**config.mk**
```make
export PLATFORM = sky130hd
export DESIGN_NAME = dpr_port_scheduler
export DESIGN_NICKNAME = d
export VERILOG_FILES = /design/src/rtl/dpr_sched_pkg.sv /design/src/rtl/dpr_rr_arb2.sv /design/src/rtl/dpr_port_scheduler.sv
export SDC_FILE = /design/constraint.sdc
export NUM_CORES = 1
export LEC_CHECK = 0
export CORE_MARGIN = 1.5
export CORE_UTILIZATION = 45
export DETAILED_ROUTE_END_ITERATION = 6
export MAX_ROUTING_LAYER = met4
export PLACE_DENSITY = 0.91
export SLEW_MARGIN = 10
export SYNTH_ARGS = -nofsm -noshare
export SYNTH_HDL_FRONTEND = slang
export SYNTH_SLANG_ARGS = --single-unit
```
**constraint.sdc**
```tcl
create_clock -name clk -period 3.76 [get_ports clk]
set_clock_uncertainty 0.05 [all_clocks]
set_input_delay 0.564 -clock clk [delete_from_list [all_inputs] [get_ports clk]]
set_output_delay 0.564 -clock clk [all_outputs]
set_load 0.005 [all_outputs]
```
**src/rtl/dpr_sched_pkg.sv**
```systemverilog
// Shared constants for the dual-port RAM scheduler: FSM encoding, client
// indices and the width of the optional collision counter.
package dpr_sched_pkg;

  localparam logic [0:0] ST_INIT = 1'b0;
  localparam logic [0:0] ST_RUN  = 1'b1;

  localparam int CLI0 = 0;
  localparam int CLI1 = 1;

  localparam int COLL_CNT_W = 16;

endpackage

```
**src/rtl/dpr_rr_arb2.sv**
```systemverilog
// Two-way round-robin arbiter. The pointer names the client that wins the next
// contested cycle and moves to the loser whenever a contest is resolved.
module dpr_rr_arb2
  import dpr_sched_pkg::*;
(
  input  logic       clk,
  input  logic       rst_n,
  input  logic [1:0] i_req,
  input  logic       i_advance,
  output logic [1:0] o_grant
);

  logic r_ptr;

  always_comb begin
    o_grant = i_req;
    if (&i_req) begin
      o_grant = r_ptr ? 2'b10 : 2'b01;
    end
  end

  always_ff @(posedge clk or negedge rst_n) begin
    if (!rst_n) begin
      r_ptr <= 1'b0;
    end else if (i_advance && (&i_req)) begin
      r_ptr <= o_grant[CLI0];
    end
  end

endmodule

```
**src/rtl/dpr_port_scheduler.sv**
```systemverilog
// Front-end for a true dual-port RAM: sweeps the RAM after reset, then maps
// client 0 to port A and client 1 to port B, serialising same-address
// conflicts round-robin. Optional macro COLLISION_CNT_EN adds collision_cnt.
module dpr_port_scheduler
  import dpr_sched_pkg::*;
#(
  parameter int                  ADDR_SIZE  = 8,
  parameter int                  DATA_SIZE  = 8,
  parameter int                  RAM_SIZE   = 1 << ADDR_SIZE,
  parameter logic [DATA_SIZE-1:0] INIT_VALUE = '0
) (
  input  logic                 clk,
  input  logic                 rst_n,
  output logic                 init_done,
  input  logic                 c0_valid,
  input  logic                 c1_valid,
  output logic                 c0_ready,
  output logic                 c1_ready,
  input  logic                 c0_we,
  input  logic                 c1_we,
  input  logic [ADDR_SIZE-1:0] c0_addr,
  input  logic [ADDR_SIZE-1:0] c1_addr,
  input  logic [DATA_SIZE-1:0] c0_wdata,
  input  logic [DATA_SIZE-1:0] c1_wdata,
  output logic                 c0_rsp_valid,
  output logic                 c1_rsp_valid,
  output logic [DATA_SIZE-1:0] c0_rsp_data,
  output logic [DATA_SIZE-1:0] c1_rsp_data,
  output logic                 ram_en_a,
  output logic                 ram_en_b,
  output logic                 ram_we_a,
  output logic                 ram_we_b,
  output logic [ADDR_SIZE-1:0] ram_addr_a,
  output logic [ADDR_SIZE-1:0] ram_addr_b,
  output logic [DATA_SIZE-1:0] ram_din_a,
  output logic [DATA_SIZE-1:0] ram_din_b,
  input  logic [DATA_SIZE-1:0] ram_dout_a,
  input  logic [DATA_SIZE-1:0] ram_dout_b
`ifdef COLLISION_CNT_EN
  ,
  output logic [COLL_CNT_W-1:0] collision_cnt
`endif
);

  localparam logic [ADDR_SIZE-2:0] LAST_PAIR = (ADDR_SIZE-1)'(RAM_SIZE / 2 - 1);

  logic [0:0]           r_state;
  logic [ADDR_SIZE-2:0] r_sweep;
  logic                 r_init_done;
  logic                 r_en_a;
  logic                 r_en_b;
  logic                 r_we_a;
  logic                 r_we_b;
  logic [ADDR_SIZE-1:0] r_addr_a;
  logic [ADDR_SIZE-1:0] r_addr_b;
  logic [DATA_SIZE-1:0] r_din_a;
  logic [DATA_SIZE-1:0] r_din_b;
  logic                 r_rsp_a;
  logic                 r_rsp_b;

  logic       w_run;
  logic       w_coll;
  logic [1:0] w_req;
  logic [1:0] w_grant;
  logic       w_acc0;
  logic       w_acc1;

  // A collision needs a write on either side; read-read to one address is safe.
  assign w_run  = (r_state == ST_RUN);
  assign w_coll = w_run && c0_valid && c1_valid && (c0_addr == c1_addr) && (c0_we || c1_we);
  assign w_req  = {c1_valid, c0_valid} & {2{w_coll}};

  dpr_rr_arb2 u_arb (
    .clk       (clk),
    .rst_n     (rst_n),
    .i_req     (w_req),
    .i_advance (w_coll),
    .o_grant   (w_grant)
  );

  assign c0_ready = w_run && c0_valid && (!w_coll || w_grant[CLI0]);
  assign c1_ready = w_run && c1_valid && (!w_coll || w_grant[CLI1]);
  assign w_acc0   = c0_valid && c0_ready;
  assign w_acc1   = c1_valid && c1_ready;

  always_ff @(posedge clk or negedge rst_n) begin
    if (!rst_n) begin
      r_state     <= ST_INIT;
      r_sweep     <= '0;
      r_init_done <= 1'b0;
      r_en_a      <= 1'b0;
      r_en_b      <= 1'b0;
      r_we_a      <= 1'b0;
      r_we_b      <= 1'b0;
      r_addr_a    <= '0;
      r_addr_b    <= '0;
      r_din_a     <= '0;
      r_din_b     <= '0;
    end else begin
      case (r_state)
        ST_INIT: begin
          r_en_a   <= 1'b1;
          r_en_b   <= 1'b1;
          r_we_a   <= 1'b1;
          r_we_b   <= 1'b1;
          r_addr_a <= {r_sweep, 1'b0};
          r_addr_b <= {r_sweep, 1'b1};
          r_din_a  <= INIT_VALUE;
          r_din_b  <= INIT_VALUE;
          if (r_sweep == LAST_PAIR) begin
            r_state     <= ST_RUN;
            r_init_done <= 1'b1;
          end else begin
            r_sweep <= r_sweep + 1'b1;
          end
        end
        default: begin
          r_en_a <= w_acc0;
          r_we_a <= w_acc0 && c0_we;
          r_en_b <= w_acc1;
          r_we_b <= w_acc1 && c1_we;
          if (w_acc0) begin
            r_addr_a <= c0_addr;
            r_din_a  <= c0_wdata;
          end
          if (w_acc1) begin
            r_addr_b <= c1_addr;
            r_din_b  <= c1_wdata;
          end
        end
      endcase
    end
  end

  // RAM read data arrives one cycle after a read is issued on the port.
  always_ff @(posedge clk or negedge rst_n) begin
    if (!rst_n) begin
      r_rsp_a <= 1'b0;
      r_rsp_b <= 1'b0;
    end else begin
      r_rsp_a <= r_en_a && !r_we_a;
      r_rsp_b <= r_en_b && !r_we_b;
    end
  end

  assign init_done    = r_init_done;
  assign ram_en_a     = r_en_a;
  assign ram_en_b     = r_en_b;
  assign ram_we_a     = r_we_a;
  assign ram_we_b     = r_we_b;
  assign ram_addr_a   = r_addr_a;
  assign ram_addr_b   = r_addr_b;
  assign ram_din_a    = r_din_a;
  assign ram_din_b    = r_din_b;
  assign c0_rsp_valid = r_rsp_a;
  assign c1_rsp_valid = r_rsp_b;
  assign c0_rsp_data  = r_rsp_a ? ram_dout_a : '0;
  assign c1_rsp_data  = r_rsp_b ? ram_dout_b : '0;

`ifdef COLLISION_CNT_EN
  logic [COLL_CNT_W-1:0] r_coll_cnt;

  always_ff @(posedge clk or negedge rst_n) begin
    if (!rst_n) begin
      r_coll_cnt <= '0;
    end else if (w_coll && (r_coll_cnt != '1)) begin
      r_coll_cnt <= r_coll_cnt + 1'b1;
    end
  end

  assign collision_cnt = r_coll_cnt;
`endif

endmodule

```
==> results.yml <==
drt:
  post_drt_wl_per_cell_um: 15.6
  postRouteAntennaNets: 0
  first_pass_iters: 4
  wl_um: 6930
  vias: 2408
  drtIter0Drc: 124
  drc: 0
  vias_per_cell: 5.42
worst_setup_path:
  crit_chain: "clkdlybuf4s50_1, xor2_1, nor4_1, a31oi_1, and2_1, clkdlybuf4s50_1"
  r2r_cells: 4
  critPathArrivalTime_ns: 2.67
  r2r_slack_ns: 1.68
  critical_path.top_delay_family: "buffers and inverters"
  slowest_delay_ns: 0.57
  r2r-start: "r_state"
  crit_top_cell: "clkdlybuf4s50_1"
  crit_path_end_kind: "output port"
  crit_type: "input port to output port"
  crit_path_max_fanout: 3
  crit_slowest_cell: "nor4_1"
  required_ns: 3.15
  reg2reg_to: "ram_addr_a[5]"
  cp_num_buf_inv: 2
  worstSetupStartpointType: "input port"
power:
  p_comb_frac: 0.109
  powerDensity_nw_per_um2: 263
  p_int_uw: 796
  power_uw: 1030
  vdd_drop_max_mv: 0.258
  switchingPower_uw: 231
  seqPwrFrac: 0.502
  p_leak_uw: 0.00157
  power.share.switching: 0.225
  clockPowerShare: 0.389
floorplanning:
  start_util: 0.472
  rows: 27
  io_pins: 111
  die_y_um: 79.5
  core_area_um2: 5570
  die-area_um2: 6320
  die_w_um: 79.5
synth:
  synthCells: 262
  syn_nets: 317
  yosysWarnings: 0
  ys_ff_latch: 48
  seq_area_frac_synth: 0.456
  yosysUniqueCellTypes: 34
  syn_area_per_cell_um2: 10.0
  syn_area_um2: 2630
timing:
  fin_crit_ns: 3.29
  rsz0062_at_grt: "false"
  finalHoldViolCount: 0
  timing.setup.tns_ns: 0
  slew_headroom: 0.291
  fmax_ghz: 0.304
  final_max_slew_viol_count: 0
  setup_viol: 0
  fin_crit_sh: 0.874
  tightest_slew_ns: 1.06
clocking:
  cts_buffers: 5
  cts_setup_buffers: 0
  clock_path_buffers: 2
  clkTransAtPathRegs_ns: 0.09
  ctsHoldBuffers: 0
  insertion_delay_ns: 0.31
  cts_tree: "done"
  cts_resized: 0
  cts.sinks: 48
  htreeDepth: 2
  root_buffer: "clkbuf_8"
outcome:
  status: "finished clean"
global_routing:
  antenna_found_initial: 0
  grt_max_degree: 77
  grt.total_usage: 0.232
  grt_pass1_wl_um: 11200
  grt_pass1_vias: 2321
  grt-ovfl-total: 0
layout:
  seq_area_um2: 1200
  nNetsFinal: 426
  multi_input_area_um2: 1340
  layout_commonest_cell: "clkdlybuf4s50_1"
  area_growth_pct: 48.6
  drive_gt1_frac: 0.113
  fill_cells: 457
  mostFrequentLayoutCells: "109 x clkdlybuf4s50_1, 47 x dfrtp_1, 41 x nand2_1, 20 x nor2b_1"
  final_cells: 444
  diodes: 0
placed_design:
  dp.cells: 436
  place_congestion: 0.854
  port_buffers: 110
  dp_hpwl_um: 5160
job:
  drv_cap: 0
min_path:
  hold_path.class: "input port to async pin"
[power by group through the flow]
stage	Clock (uW)	Combinational [uW]	Sequential, uW
2_1_floorplan	0	34.4	526
3_3_place_gp	0	110	526
3_5_place_dp	0	113	526
4_1_cts	405	113	516
5_1_grt	426	122	516
6_report	399	112	516
[cells in the mapped netlist]
cell	n	area (um^2)
nor3b_2	1	12.5
and2_1	18	113
clkbuf_1	8	30.0
dfrtp_1	48	1200
a211oi_1	11	82.6
nand4_1	1	6.26
nor3_2	1	10.0
a21bo_2	2	20.0
o21ai_0	2	10.0
nor4_1	2	12.5
a21o_1	1	7.51
a41oi_1	14	123
nand2_1	41	154
nor3_1	1	5.00
a31oi_1	3	18.8
xnor2_1	4	35.0
nor2_1	4	15.0
and4_1	4	35.0
buf_2	3	15.0
mux2_2	1	11.3
inv_1	3	11.3
and3_1	1	6.26
buf_6	2	22.5
nand3_2	1	10.0
mux2i_1	18	180
nor4_4	1	21.3
nor2b_1	20	125
nand3_1	1	5.00
o22ai_1	14	87.6
xor2_1	10	87.6
a211oi_2	3	37.5
buf_4	2	15.0
or2_2	15	93.8
ha_1	1	12.5
[routing by layer]
layer	GRT usage	routed length (um)
met5	-	0
met3	0.0389	501
met1	0.300	2960
met2	0.371	3340
met4	0.0807	127
[logic make-up (layout without fill, tap and decap cells)]
family | Yosys count | after routing | synth area share
xor+xnor | 14 | 14 | 0.0466
buf+inv | 18 | 128 | 0.0356
simple gates | 112 | 112 | 0.237
fa+ha+maj | 1 | 1 | 0.00475
compound gates | 50 | 50 | 0.147
mux | 19 | 19 | 0.0727
flops | 48 | 48 | 0.456
[how the worst max path moves through the flow]
stage                     from        to  slack [ns]  cells past startpoint
detailed placement  c1_addr[6]  c0_ready        0.52                      6
global route        c1_addr[2]  c0_ready        0.34                      6
CTS                 c1_addr[6]  c0_ready        0.52                      6
floorplan           c1_addr[6]  c0_ready        1.48                      5
finish              c1_addr[6]  c0_ready        0.47                      6
global placement    c1_addr[6]  c0_ready        0.52                      6
[sequential cells by signal (all words and copies together), names as in the netlist]
name / count
ram_we_a: 1
ram_en_a: 1
ram_we_b: 1
ram_addr_a: 8
ram_addr_b: 8
ram_din_a: 8
c0_rsp_valid: 1
r_sweep: 7
ram_en_b: 1
r_state: 1
ram_din_b: 8
u_arb.r_ptr: 1
c1_rsp_valid: 1
init_done: 1
[through the flow]
step	util	hold WS, ns	setup slack [ns]	cell area [um^2]
global route	0.702	0.436	0.338	3910
floorplan	-	0.218	1.48	2630
finish	0.702	0.398	0.475	3910
global placement	0.680	0.374	0.517	3790
detailed placement	0.680	0.396	0.524	3790
CTS	0.702	0.411	0.518	3910
[area by class of cell]
class	count	area share
multi-input cells	196	0.342
flip-flops and latches	48	0.307
repair buffers	117	0.294
well taps	72	0.0230
clock buffers	6	0.0211
clock inverters	2	0.00992
inverters	3	0.00288
(Power assumes the default switching activity.)
